==> src/rtl/rsa_pkg.sv <==
// Shared definitions for the Montgomery constant calculator.
package rsa_pkg;

  // Controller states: waiting, iterating, result-valid pulse.
  typedef enum logic [1:0] {
    IDLE = 2'd0,
    RUN  = 2'd1,
    DONE = 2'd2
  } state_t;

  // Number of doubling iterations needed to reach R^2 = 2^(2*(width+2)).
  function automatic int calc_iters(input int width);
    return 2 * (width + 2);
  endfunction

endpackage

==> src/rtl/mod_double_unit.sv <==
// Combinational conditional-double step: r_next = (2r >= m) ? 2r - m : 2r.
module mod_double_unit #(
  parameter int WIDTH = 8
) (
  input  logic [WIDTH-1:0] r,
  input  logic [WIDTH-1:0] m,
  output logic [WIDTH-1:0] r_next
);
  import rsa_pkg::*;

  logic [WIDTH:0] t;
  logic [WIDTH:0] m_ext;

  // Double r in a WIDTH+1 bit field so the carry out is never lost.
  always_comb begin
    t      = {r, 1'b0};
    m_ext  = {1'b0, m};
    r_next = t[WIDTH-1:0];
    if (t >= m_ext) begin
      r_next = WIDTH'(t - m_ext);
    end else begin
      r_next = t[WIDTH-1:0];
    end
  end

endmodule

==> src/rtl/rsa_const_calc.sv <==
// Computes Const = R^2 mod M (R = 2^(WIDTH+2)) by repeated modular doubling of 1.
module rsa_const_calc #(
  parameter int WIDTH = 8
) (
  input  logic             clk,
  input  logic             rst,
  input  logic             ena,
  input  logic             start,
  input  logic [WIDTH-1:0] M,
  output logic [WIDTH-1:0] Const,
  output logic             busy,
  output logic             done,
  output logic             err
);
  import rsa_pkg::*;

  localparam int N     = calc_iters(WIDTH);
  localparam int CNT_W = $clog2(N + 1);

  state_t           state_q, state_d;
  logic [CNT_W-1:0] cnt_q, cnt_d;
  logic [WIDTH-1:0] r_q, r_d;
  logic [WIDTH-1:0] m_q, m_d;
  logic [WIDTH-1:0] const_q, const_d;
  logic             done_q, done_d;
  logic             err_q, err_d;
  logic [WIDTH-1:0] dbl_r;

  mod_double_unit #(.WIDTH(WIDTH)) u_dbl (
    .r      (r_q),
    .m      (m_q),
    .r_next (dbl_r)
  );

  // Next-state and datapath update; everything holds unless the FSM says otherwise.
  always_comb begin
    state_d = state_q;
    cnt_d   = cnt_q;
    r_d     = r_q;
    m_d     = m_q;
    const_d = const_q;
    done_d  = 1'b0;
    err_d   = err_q;
    case (state_q)
      IDLE: begin
        if (start) begin
          m_d     = M;
          r_d     = (M == WIDTH'(1)) ? {WIDTH{1'b0}} : WIDTH'(1);
          cnt_d   = {CNT_W{1'b0}};
          err_d   = ~M[0];
          state_d = RUN;
        end else begin
          state_d = IDLE;
        end
      end
      RUN: begin
        r_d   = dbl_r;
        cnt_d = cnt_q + CNT_W'(1);
        if (cnt_q == CNT_W'(N - 1)) begin
          // Even or zero modulus has no valid Montgomery constant.
          const_d = err_q ? {WIDTH{1'b0}} : dbl_r;
          done_d  = 1'b1;
          state_d = DONE;
        end else begin
          state_d = RUN;
        end
      end
      DONE: begin
        state_d = IDLE;
      end
      default: begin
        state_d = IDLE;
      end
    endcase
  end

  // State and datapath registers; ena low freezes everything including done.
  always_ff @(posedge clk or posedge rst) begin
    if (rst) begin
      state_q <= IDLE;
      cnt_q   <= {CNT_W{1'b0}};
      r_q     <= {WIDTH{1'b0}};
      m_q     <= {WIDTH{1'b0}};
      const_q <= {WIDTH{1'b0}};
      done_q  <= 1'b0;
      err_q   <= 1'b0;
    end else if (ena) begin
      state_q <= state_d;
      cnt_q   <= cnt_d;
      r_q     <= r_d;
      m_q     <= m_d;
      const_q <= const_d;
      done_q  <= done_d;
      err_q   <= err_d;
    end
  end

  assign Const = const_q;
  assign done  = done_q;
  assign err   = err_q;
  assign busy  = (state_q != IDLE);

endmodule

==> config.mk <==
export PLATFORM = sky130hd
export DESIGN_NAME = rsa_const_calc
export DESIGN_NICKNAME = d
export VERILOG_FILES = /design/src/rtl/rsa_pkg.sv /design/src/rtl/mod_double_unit.sv /design/src/rtl/rsa_const_calc.sv
export SDC_FILE = /design/constraint.sdc
export NUM_CORES = 1
export LEC_CHECK = 0
export CAP_MARGIN = 20
export CORE_MARGIN = 2
export CORE_UTILIZATION = 35
export DETAILED_ROUTE_END_ITERATION = 16
export HOLD_SLACK_MARGIN = 0.02
export PLACE_DENSITY = 0.66
export SYNTH_ARGS = -nofsm -noshare
export SYNTH_HDL_FRONTEND = slang
export SYNTH_SLANG_ARGS = --single-unit
==> constraint.sdc <==
create_clock -name clk -period 2.9 [get_ports clk]
set_clock_uncertainty 0.1 [all_clocks]
set_input_delay 0.725 -clock clk [delete_from_list [all_inputs] [get_ports clk]]
set_output_delay 0.725 -clock clk [all_outputs]
set_load 0.02 [all_outputs]
==> impl_summary.log, run 1 <==
[metrics] run status: finished clean
[metrics] top-level I/O count: 23
[metrics] leading cell type by number of instances after synthesis: sky130_fd_sc_hd__dfrtp_1
[metrics] full die area: 0.00552 mm2
[metrics] die span in x: 74.3 um
[metrics] Resized Gates After CTS: 0
[metrics] post-synth cell types: 42
[metrics] cts hold-fix bufs: 0
[metrics] Max-Cap Viols: 0
[metrics] Synth Register Bits: 32
[metrics] combined area of the multi-input logic cells: 841 um2
[metrics] violation count after the first detailed-route iteration: 47
[metrics] starting density of the core: 36.4%
[metrics] first-pass GRT wire length: 5890 um
[metrics] critical path capture point type: register
[metrics] postcts setup bufs: 0
[metrics] areal power density over the cells: 1010 mW/mm2
[metrics] Clock Pin Slew Worst Setup and Hold Paths: 70 ps
[metrics] # placed instances: 269
[metrics] half-perimeter wire length of the detailed placement result: 2640 um
[metrics] number of global-route vias before repair: 1229
[metrics] WP data required: 3010 ps
[metrics] fraction of the yosys area taken by sequential cells: 46.3%
[metrics] Worst Tran Pin Value: 409 ps
[metrics] peak supply drop: 0.582 mV
[metrics] number of nets in the synthesized netlist: 205
[metrics] Final Routed Wirelength: 3530 um
[metrics] via/cell ratio: 4.78
[metrics] setup repair after global routing missed its margin: false
[metrics] timing-limited maximum frequency: 419 MHz
[metrics] post-DR wirelength/cell: 12.8 um
[metrics] leakage dissipation: 0.992 nW
[metrics] final number of hold-violating endpoints: 0
[metrics] number of clock sinks: 32
[metrics] register area: 801 um2
[metrics] number of max-slew violations in the final report: 0
[metrics] filler cell count: 488
[metrics] synth top area cells: sky130_fd_sc_hd__dfrtp_1 46%, sky130_fd_sc_hd__ha_1 6.5%, sky130_fd_sc_hd__nand2_1 6.3%
[metrics] drt pass-1 iters: 4
[metrics] TritonCTS clock tree: done
[metrics] cts bufs inserted: 5
[metrics] std cell rows: 25
[metrics] Most Frequent Cell on Critical Path: sky130_fd_sc_hd__a21o_1
[metrics] DIE HEIGHT: 74.3 um
[metrics] cell type contributing the most total cell area after synthesis: sky130_fd_sc_hd__dfrtp_1
[metrics] primary flip-flop cell chosen by synthesis mapping: sky130_fd_sc_hd__dfrtp_1
[metrics] final critical delay including setup and external delays: 2380 ps
[metrics] share of the synthesized area in the top cell type: 46.3%
[metrics] Critical Path AT: 2490 ps
[metrics] antenna violations before repair: 0
[metrics] Clock Tree Root: sky130_fd_sc_hd__clkbuf_8
[metrics] worst min-delay path category: register to register
[metrics] number of enable flip-flop cells after synthesis: 0
[metrics] number of nets still failing antenna checks after routing: 0
[metrics] critical-path cell with the highest stage delay: sky130_fd_sc_hd__dfrtp_1
[metrics] Netlist Area Pre-Place: 0.00173 mm2
[metrics] family of cells with the greatest summed delay on the critical path: compound AO/OA/AOI/OAI gates
[metrics] total congestion overflow: 0
[metrics] proportion of synthesized flip-flops having asynchronous set or reset: 100%
[metrics] crit-path max cell delay: 410 ps
[metrics] launching element type of the critical path: register
[metrics] Buf+Inv Stages, Crit Path: 0
[metrics] path type of the worst setup path: register to register
[metrics] vias after detailed routing: 1325
[metrics] nets@finish: 231
[metrics] aggregate negative setup slack: 0 ps
[metrics] later-pin clock latency in the skew report: 290 ps
[metrics] number of inserted diodes: 0
[metrics] share of layout cells above drive strength 1: 7.62%
[metrics] Relative slew margins: 72.6%
[metrics] deepest level of the CTS H-tree: 2
[metrics] critical path cell sequence: ha_1, a21o_1, a211o_1, a21o_1, a31o_1, mux2i_1, o31ai_1
[metrics] top fanout value on the critical path: 7
[metrics] warnings from Yosys: 0
[metrics] Cell Count, Final, Fillers Out: 277
[metrics] final setup vio count: 0
[metrics] Max Root-Sink Buffers: 2
[metrics] total global routing track utilization: 14.4%
[metrics] Core ar.: 0.00475 mm2
[metrics] placer's final routability congestion estimate: 0.751
[metrics] total of buffers placed on input and output ports: 22
[metrics] synth-to-layout area growth: 23.4%
[metrics] cell count after synthesis: 183
[metrics] pin count of the biggest net entering global routing: 33
[metrics] post-detailed-route DRC marker count: 0
[metrics] final cycle utilization of the critical path: 82.2%
[metrics] list of most frequent post-synthesis cells: 32 x sky130_fd_sc_hd__dfrtp_1, 29 x sky130_fd_sc_hd__nand2_1, 20 x sky130_fd_sc_hd__o21ai_0
[metrics] synthesized area per cell: 9.46 um2
registers in the layout, summed over array words and instances (netlist names):
name and cells:
Const 8, state_q 2, m_q 8, err 1
r_q 8, cnt_q 5
final timing paths:
| kind | slack [ps] | endpoint | cells after the start | startpoint |
|---|---|---|---|---|
| max in group asynchronous | 1690 | m_q[3] | 3 | rst |
| hold / removal | 380 | Const[5] | 2 | Const[5] |
| min in group asynchronous | 710 | Const[3] | 3 | rst |
| hold reg to reg | 380 | Const[5] | 2 | Const[5] |
| setup / recovery | 520 | Const[7] | 7 | r_q[5] |
| setup reg to reg | 520 | Const[7] | 7 | r_q[5] |
kinds of logic after synthesis:
logic type	synth area share, %
AND/OR/NAND/NOR	16.0
AO/OA/AOI/OAI	18.4
flip-flops	46.3
buffers and inverters	5.13
adder cells (fa/ha/maj)	7.66
XOR/XNOR	3.04
multiplexers	3.47
metal layers:
metal / wire length (um) / vias up / share of wire [%] / global-route usage [%]
met1: 1740 / 620 / 49 / 19.2
li1: - / 686 / - / -
met4: 76 / 0 / 2.2 / 7.14
met2: 1640 / 11 / 46 / 21.8
met5: 0 / - / 0 / 0
met3: 77 / 8 / 2.2 / 3.66
through the flow:
| stage | util [%] | total power [mW] | setup slack, ps | hold WS (ps) | area, um2 |
|---|---|---|---|---|---|
| global placement | 42.6 | 1.72 | 459 | 366 | 2020 |
| global route | 44.9 | 2.33 | 302 | 419 | 2140 |
| finish | 44.9 | 2.15 | 516 | 379 | 2140 |
| floorplan | - | 1.47 | 719 | 377 | 1730 |
| detailed placement | 42.6 | 1.73 | 389 | 370 | 2020 |
| CTS | 44.9 | 2.17 | 519 | 387 | 2140 |
worst min-delay path: stages, from the launching register on:
cell and delay (ps):
sky130_fd_sc_hd__dfrtp_1 350, sky130_fd_sc_hd__nand2_1 50, sky130_fd_sc_hd__o31ai_1 50
power by group:
part / leakage (nW) / switching (mW) / internal, mW
clock: 0.0541 / 0.174 / 0.254
combinational: 0.544 / 0.547 / 0.451
sequential: 0.394 / 0.124 / 0.603
total: 0.992 / 0.845 / 1.31
area by class of cell:
type / instances / area share (%)
sequential: 32 / 37.5
multi-input combinational: 131 / 39.4
clock inverter: 3 / 1.99
tap: 67 / 3.93
inverter: 13 / 2.28
timing repair buffer: 26 / 11.7
clock buffer: 5 / 3.22
cell usage in the layout (no fill, tap or decap), types with 5 or more instances in the layout:
cell type / synthesis / routed
sky130_fd_sc_hd__dfrtp_1: 32 / 32
sky130_fd_sc_hd__nand2_1: 29 / 29
sky130_fd_sc_hd__clkdlybuf4s50_1: 0 / 22
sky130_fd_sc_hd__o21ai_0: 20 / 20
sky130_fd_sc_hd__inv_1: 13 / 13
sky130_fd_sc_hd__nor2_1: 12 / 12
sky130_fd_sc_hd__ha_1: 9 / 9
sky130_fd_sc_hd__mux2i_1: 6 / 6
sky130_fd_sc_hd__a21oi_1: 5 / 5
sky130_fd_sc_hd__clkbuf_8: 0 / 5
Power figures use the tool's default switching activity.
==> run 2: changes to the inputs <==
PLACE_DENSITY = 0.68   (was 0.66)
clock period = 2.18 ns   (was 2.9 ns; I/O delays follow)
==> impl_summary.log, run 2 (synthesis results as in run 1) <==
[metrics] run status: finished with violations
[metrics] violations in the final reports: negative setup slack
[metrics] critical path capture point type: register
[metrics] register area: 801 um2
[metrics] deepest level of the CTS H-tree: 2
[metrics] Cell Count, Final, Fillers Out: 303
[metrics] via/cell ratio: 4.69
[metrics] final setup slack of the worst path: -1.96 ps
[metrics] Final Routed Wirelength: 4040 um
[metrics] Util after Layout: 51.4%
[metrics] Relative slew margins: 71.7%
[metrics] total global routing track utilization: 15.7%
[metrics] placer's final routability congestion estimate: 0.824
[metrics] die span in x: 74.3 um
[metrics] final setup vio count: 1
[metrics] worst min-delay path category: register to register
[metrics] leakage dissipation: 1.11 nW
[metrics] Core ar.: 0.00475 mm2
[metrics] TritonCTS clock tree: done
[metrics] first-pass GRT wire length: 6380 um
[metrics] number of clock sinks: 32
[metrics] Clock Tree Root: sky130_fd_sc_hd__clkbuf_8
[metrics] top fanout value on the critical path: 4
[metrics] Placed Instance Area: 0.00221 mm2
[metrics] launching element type of the critical path: register
[metrics] timing-limited maximum frequency: 458 MHz
[metrics] final cycle utilization of the critical path: 100%
[metrics] share of layout cells above drive strength 1: 25.0%
[metrics] PnR Total Power: 3.46 mW
[metrics] Max Root-Sink Buffers: 2
[metrics] violation count after the first detailed-route iteration: 87
[metrics] post-DR wirelength/cell: 13.3 um
[metrics] total congestion overflow: 0
[metrics] Max-Cap Viols: 0
[metrics] synth-to-layout area growth: 41.1%
[metrics] post-layout instance area: 0.00244 mm2
[metrics] DIE HEIGHT: 74.3 um
[metrics] full die area: 0.00552 mm2
[metrics] vias after detailed routing: 1420
[metrics] number of inserted diodes: 0
[metrics] crit-path max cell delay: 370 ps
[metrics] post-detailed-route DRC marker count: 0
[metrics] drt pass-1 iters: 4
[metrics] final number of hold-violating endpoints: 0
[metrics] # placed instances: 292
[metrics] cts bufs inserted: 5
[metrics] half-perimeter wire length of the detailed placement result: 3060 um
[metrics] Critical Path AT: 2270 ps
[metrics] worst hold margin: 384 ps
[metrics] setup repair after global routing missed its margin: true
[metrics] later-pin clock latency in the skew report: 280 ps
[metrics] final critical delay including setup and external delays: 2180 ps
[metrics] peak supply drop: 0.441 mV
[metrics] number of global-route vias before repair: 1395
[metrics] filler cell count: 449
[metrics] cts hold-fix bufs: 0
[metrics] pin count of the biggest net entering global routing: 33
[metrics] Most Frequent Cell on Critical Path: sky130_fd_sc_hd__a21o_1
[metrics] combined area of the multi-input logic cells: 971 um2
[metrics] std cell rows: 25
[metrics] starting density of the core: 36.4%
[metrics] most used cells in the layout excluding fill and tap cells: 32 x sky130_fd_sc_hd__dfrtp_1, 29 x sky130_fd_sc_hd__nand2_1, 29 x sky130_fd_sc_hd__buf_4, 22 x sky130_fd_sc_hd__clkdlybuf4s50_1, 15 x sky130_fd_sc_hd__o21ai_0
[metrics] nets@finish: 258
[metrics] total of buffers placed on input and output ports: 22
[metrics] WP data required: 2270 ps
[metrics] top-level I/O count: 23
[metrics] critical path cell sequence: inv_2, ha_4, a21o_1, a211o_1, a21o_1, a31o_1, buf_6, mux2i_1, o31ai_1
[metrics] areal power density over the cells: 1420 mW/mm2
[metrics] most frequent standard cell in the layout excluding fill and tap cells: sky130_fd_sc_hd__dfrtp_1
[metrics] Worst Tran Pin Value: 418 ps
[metrics] Clock Pin Slew Worst Setup and Hold Paths: 60 ps
[metrics] critical-path cell with the highest stage delay: sky130_fd_sc_hd__dfrtp_1
[metrics] path type of the worst setup path: register to register
[metrics] number of nets still failing antenna checks after routing: 0
[metrics] number of max-slew violations in the final report: 0
[metrics] antenna violations before repair: 0
run 2: cell count changes in the layout (fill, tap and decap cells not counted), moves of 3 or more:
cell                      previous run  this run
sky130_fd_sc_hd__buf_4               4        29
sky130_fd_sc_hd__ha_1                9         4
sky130_fd_sc_hd__o21ai_0            20        15
sky130_fd_sc_hd__o21ai_1             4         9
sky130_fd_sc_hd__ha_4                0         4
sky130_fd_sc_hd__mux2i_1             6         2
sky130_fd_sc_hd__mux2i_4             0         3
run 2: final cells by class:
class                   count  share of cell area, %
well taps                  67                   3.43
repair buffers             53                   18.9
clock buffers               6                   2.97
inverters                  13                   2.00
multi-input cells         131                   39.8
flip-flops and latches     32                   32.8
clock inverters             1                  0.205
run 2: final timing paths:
kind | from | endpoint | slack (ps) | cells past startpoint
max | m_q[6] | Const[7] | -2 | 9
min | Const[0] | Const[0] | 380 | 2
max reg2reg | m_q[6] | Const[7] | -2 | 9
min reg2reg | Const[0] | Const[0] | 380 | 2
max in group asynchronous | rst | m_q[7] | 1130 | 3
min in group asynchronous | rst | state_q[1] | 550 | 3
run 2: report_power, final:
group | internal [mW] | leakage [nW] | total (mW) | switching, mW
Combinational | 1.09 | 0.675 | 2.07 | 0.982
Clock | 0.216 | 0.0410 | 0.420 | 0.204
Sequential | 0.803 | 0.394 | 0.967 | 0.164
run 2: routing by layer:
layer  global-route usage, %  wire length (um)  vias to the layer above
met4                    6.94                87                        0
met2                    24.8              1990                       15
met1                    19.6              1850                      656
met3                    5.42               105                        8
met5                       0                 0                        -
li1                        -                 -                      741
run 2: repair_timing:
item / 4_1_cts / 5_1_grt
pin swaps: 6 / 6
setup buffers: 2 / 2
gates resized for setup: 7 / 23
setup endpoints to repair: 13 / 15
run 2: critical path, delay by kind of cell (launching register included):
family	cells	cell delay (ps)
muxes	1	130
DFF	1	370
adders and majority gates	1	210
buffers and inverters	2	220
AOI/OAI and AO/OA	5	1060
run 2: metrics by stage:
stage	setup TNS, ps	setup slack [ps]
after floorplan	0	64.3
after global placement	-68.3	-42.6
after detailed placement	-199	-36.7
after CTS	0	1.64
after global routing	-882	-121
final	-1.96	-1.96
==> run 3: changes to the inputs <==
CORE_UTILIZATION = 49   (was 35)
PLACE_DENSITY = 0.86   (was 0.68)
==> impl_summary.log, run 3 (synthesis results as in run 1) <==
[metrics] leakage dissipation: 1.09 nW
[metrics] most frequent standard cell in the layout excluding fill and tap cells: sky130_fd_sc_hd__dfrtp_1
[metrics] Util after Layout: 68.2%
[metrics] total global routing track utilization: 20.3%
[metrics] final setup vio count: 2
[metrics] most used cells in the layout excluding fill and tap cells: 32 x sky130_fd_sc_hd__dfrtp_1, 29 x sky130_fd_sc_hd__nand2_1, 26 x sky130_fd_sc_hd__buf_4, 22 x sky130_fd_sc_hd__clkdlybuf4s50_1, 18 x sky130_fd_sc_hd__o21ai_0
[metrics] critical path cell sequence: ha_1, nor2_1, nor4_4, a21o_1, a31o_1, buf_6, mux2i_2, o31ai_1
[metrics] total of buffers placed on input and output ports: 22
[metrics] violation count after the first detailed-route iteration: 52
[metrics] deepest level of the CTS H-tree: 2
[metrics] Worst Hold Path Cells: 2
[metrics] top fanout value on the critical path: 4
[metrics] final cycle utilization of the critical path: 101%
[metrics] synth-to-layout area growth: 32.6%
[metrics] Core ar.: 0.00336 mm2
[metrics] Placed Instance Area: 0.00217 mm2
[metrics] final number of hold-violating endpoints: 0
[metrics] starting density of the core: 51.5%
[metrics] number of inserted diodes: 0
[metrics] post-layout instance area: 0.00229 mm2
[metrics] end point of the most critical hold path: Const[5]
[metrics] critical path capture point type: register
[metrics] antenna violations before repair: 0
[metrics] worst hold margin: 390 ps
[metrics] critical-path cell with the highest stage delay: sky130_fd_sc_hd__dfrtp_1
[metrics] total congestion overflow: 0
[metrics] switching power: 1.27 mW
[metrics] Final Routed Wirelength: 3860 um
[metrics] placer's final routability congestion estimate: 0.892
[metrics] WP data required: 2330 ps
[metrics] half-perimeter wire length of the detailed placement result: 2830 um
[metrics] post-detailed-route DRC marker count: 0
[metrics] Max Root-Sink Buffers: 2
[metrics] worst min-delay path category: register to register
[metrics] crit-path max cell delay: 440 ps
[metrics] final setup slack of the worst path: -12.9 ps
[metrics] busiest layer in global routing: met2
[metrics] Critical Path AT: 2350 ps
[metrics] fraction of power consumed by combinational cells: 58.1%
[metrics] violations in the final reports: negative setup slack
[metrics] origin of the worst min-delay path: Const[5]
[metrics] r2r startpoint: r_q[3]
[metrics] die span in x: 63.4 um
[metrics] launching element type of the critical path: register
[metrics] share of layout cells above drive strength 1: 21.5%
[metrics] met2 capacity usage during global routing: 33.4%
[metrics] family of cells with the greatest summed delay on the critical path: compound AO/OA/AOI/OAI gates
[metrics] relative contribution of the clock network to total power: 10.8%
[metrics] full die area: 0.00402 mm2
[metrics] Relative slew margins: 69.4%
[metrics] post-DR wirelength/cell: 13.8 um
[metrics] minimum setup slack after placement: -62.5 ps
[metrics] via/cell ratio: 5.44
[metrics] TritonCTS clock tree: done
[metrics] global routing met1 resource utilization: 25.3%
[metrics] Clock Tree Root: sky130_fd_sc_hd__clkbuf_4
[metrics] Max-Cap Viols: 0
[metrics] number of global-route vias before repair: 1444
[metrics] number of nets still failing antenna checks after routing: 0
[metrics] switching fraction of total power: 40.8%
[metrics] terminus of the critical flop-to-flop path: Const[7]
[metrics] path type of the worst setup path: register to register
[metrics] nets@finish: 254
[metrics] setup repair after global routing missed its margin: true
[metrics] pin count of the biggest net entering global routing: 33
[metrics] cts hold-fix bufs: 0
[metrics] areal power density over the cells: 1360 mW/mm2
[metrics] final critical delay including setup and external delays: 2190 ps
[metrics] cts bufs inserted: 5
[metrics] PnR Total Power: 3.11 mW
[metrics] GRT met3 Usage: 4.64%
[metrics] first-pass GRT wire length: 6320 um
[metrics] Clock Pin Slew Worst Setup and Hold Paths: 100 ps
[metrics] sequential fraction of design power: 31.1%
[metrics] Worst Tran Pin Value: 452 ps
[metrics] later-pin clock latency in the skew report: 340 ps
[metrics] timing-limited maximum frequency: 456 MHz
[metrics] top-level I/O count: 23
[metrics] count of cell instances traversed by the critical path: 8
[metrics] DIE HEIGHT: 63.4 um
[metrics] Buf+Inv Stages, Crit Path: 1
[metrics] number of max-slew violations in the final report: 0
[metrics] std cell rows: 21
[metrics] vias after detailed routing: 1517
[metrics] number of clock sinks: 32
[metrics] depth of the most critical reg-to-reg path: 8
[metrics] Internal Power: 1.84 mW
[metrics] worst-case register-to-register setup slack: -10 ps
[metrics] peak supply drop: 0.781 mV
[metrics] run status: finished with violations
[metrics] drt pass-1 iters: 4
==> run 3: changes by cell type in the layout (fill, tap and decap cells not counted), sizes merged <==
cell | before | now
buf | 31 | 27
clkbuf | 6 | 5
clkinv | 1 | 3
==> run 3: metal layers <==
metal  vias up  wire, um
li1        738         -
met1       733      1690
met2        32      1890
met3        14       150
met4         0       129
met5         -         0
==> run 3: repair_timing <==
action,CTS,global route
cloned,0,0
pin swaps,6,1
hold endpoints to repair,0,0
gates resized for setup,8,7
setup buffers,2,0
endpoints found under the setup margin,14,15
==> run 3: through the flow <==
step / setup TNS (ps) / std cells
after floorplan: 0 / 183
after global placement: 0 / 269
after detailed placement: -482 / 269
after CTS: -42.5 / 279
after global routing: -1040 / 279
final: -21.3 / 279
==> run 3: worst max path at each step <==
stage | start | to | slack, ps
global route | m_q[6] | Const[7] | -110
floorplan | r_q[0] | Const[7] | 60
CTS | m_q[6] | Const[7] | -40
detailed placement | m_q[6] | Const[7] | -60
finish | r_q[3] | Const[7] | -10
global placement | r_q[0] | Const[3] | 0.5
==> run 3: cell type report <==
type                       count  area [um2]
clock buffer                   5        37.5
clock inverter                 3        18.8
fill                         272        1070
inverter                      13        48.8
multi-input combinational    131         905
sequential                    32         801
tap                           46        57.6
timing repair buffer          49         427
==> run 3: power groups by stage <==
stage	Sequential [mW]	Clock, mW	Combinational, mW
2_1_floorplan	1.00	0	0.965
3_3_place_gp	0.959	0	1.60
3_5_place_dp	0.969	0	1.64
4_1_cts	0.958	0.344	1.76
5_1_grt	0.987	0.373	1.97
6_report	0.968	0.336	1.81
==> run 3: worst reg2reg max path, stage by stage, from the launching register on <==
cell	delay, ps
sky130_fd_sc_hd__dfrtp_1	440
sky130_fd_sc_hd__ha_1	380
sky130_fd_sc_hd__nor2_1	240
sky130_fd_sc_hd__nor4_4	70
sky130_fd_sc_hd__a21o_1	170
sky130_fd_sc_hd__a31o_1	220
sky130_fd_sc_hd__buf_6	140
sky130_fd_sc_hd__mux2i_2	150
sky130_fd_sc_hd__o31ai_1	200
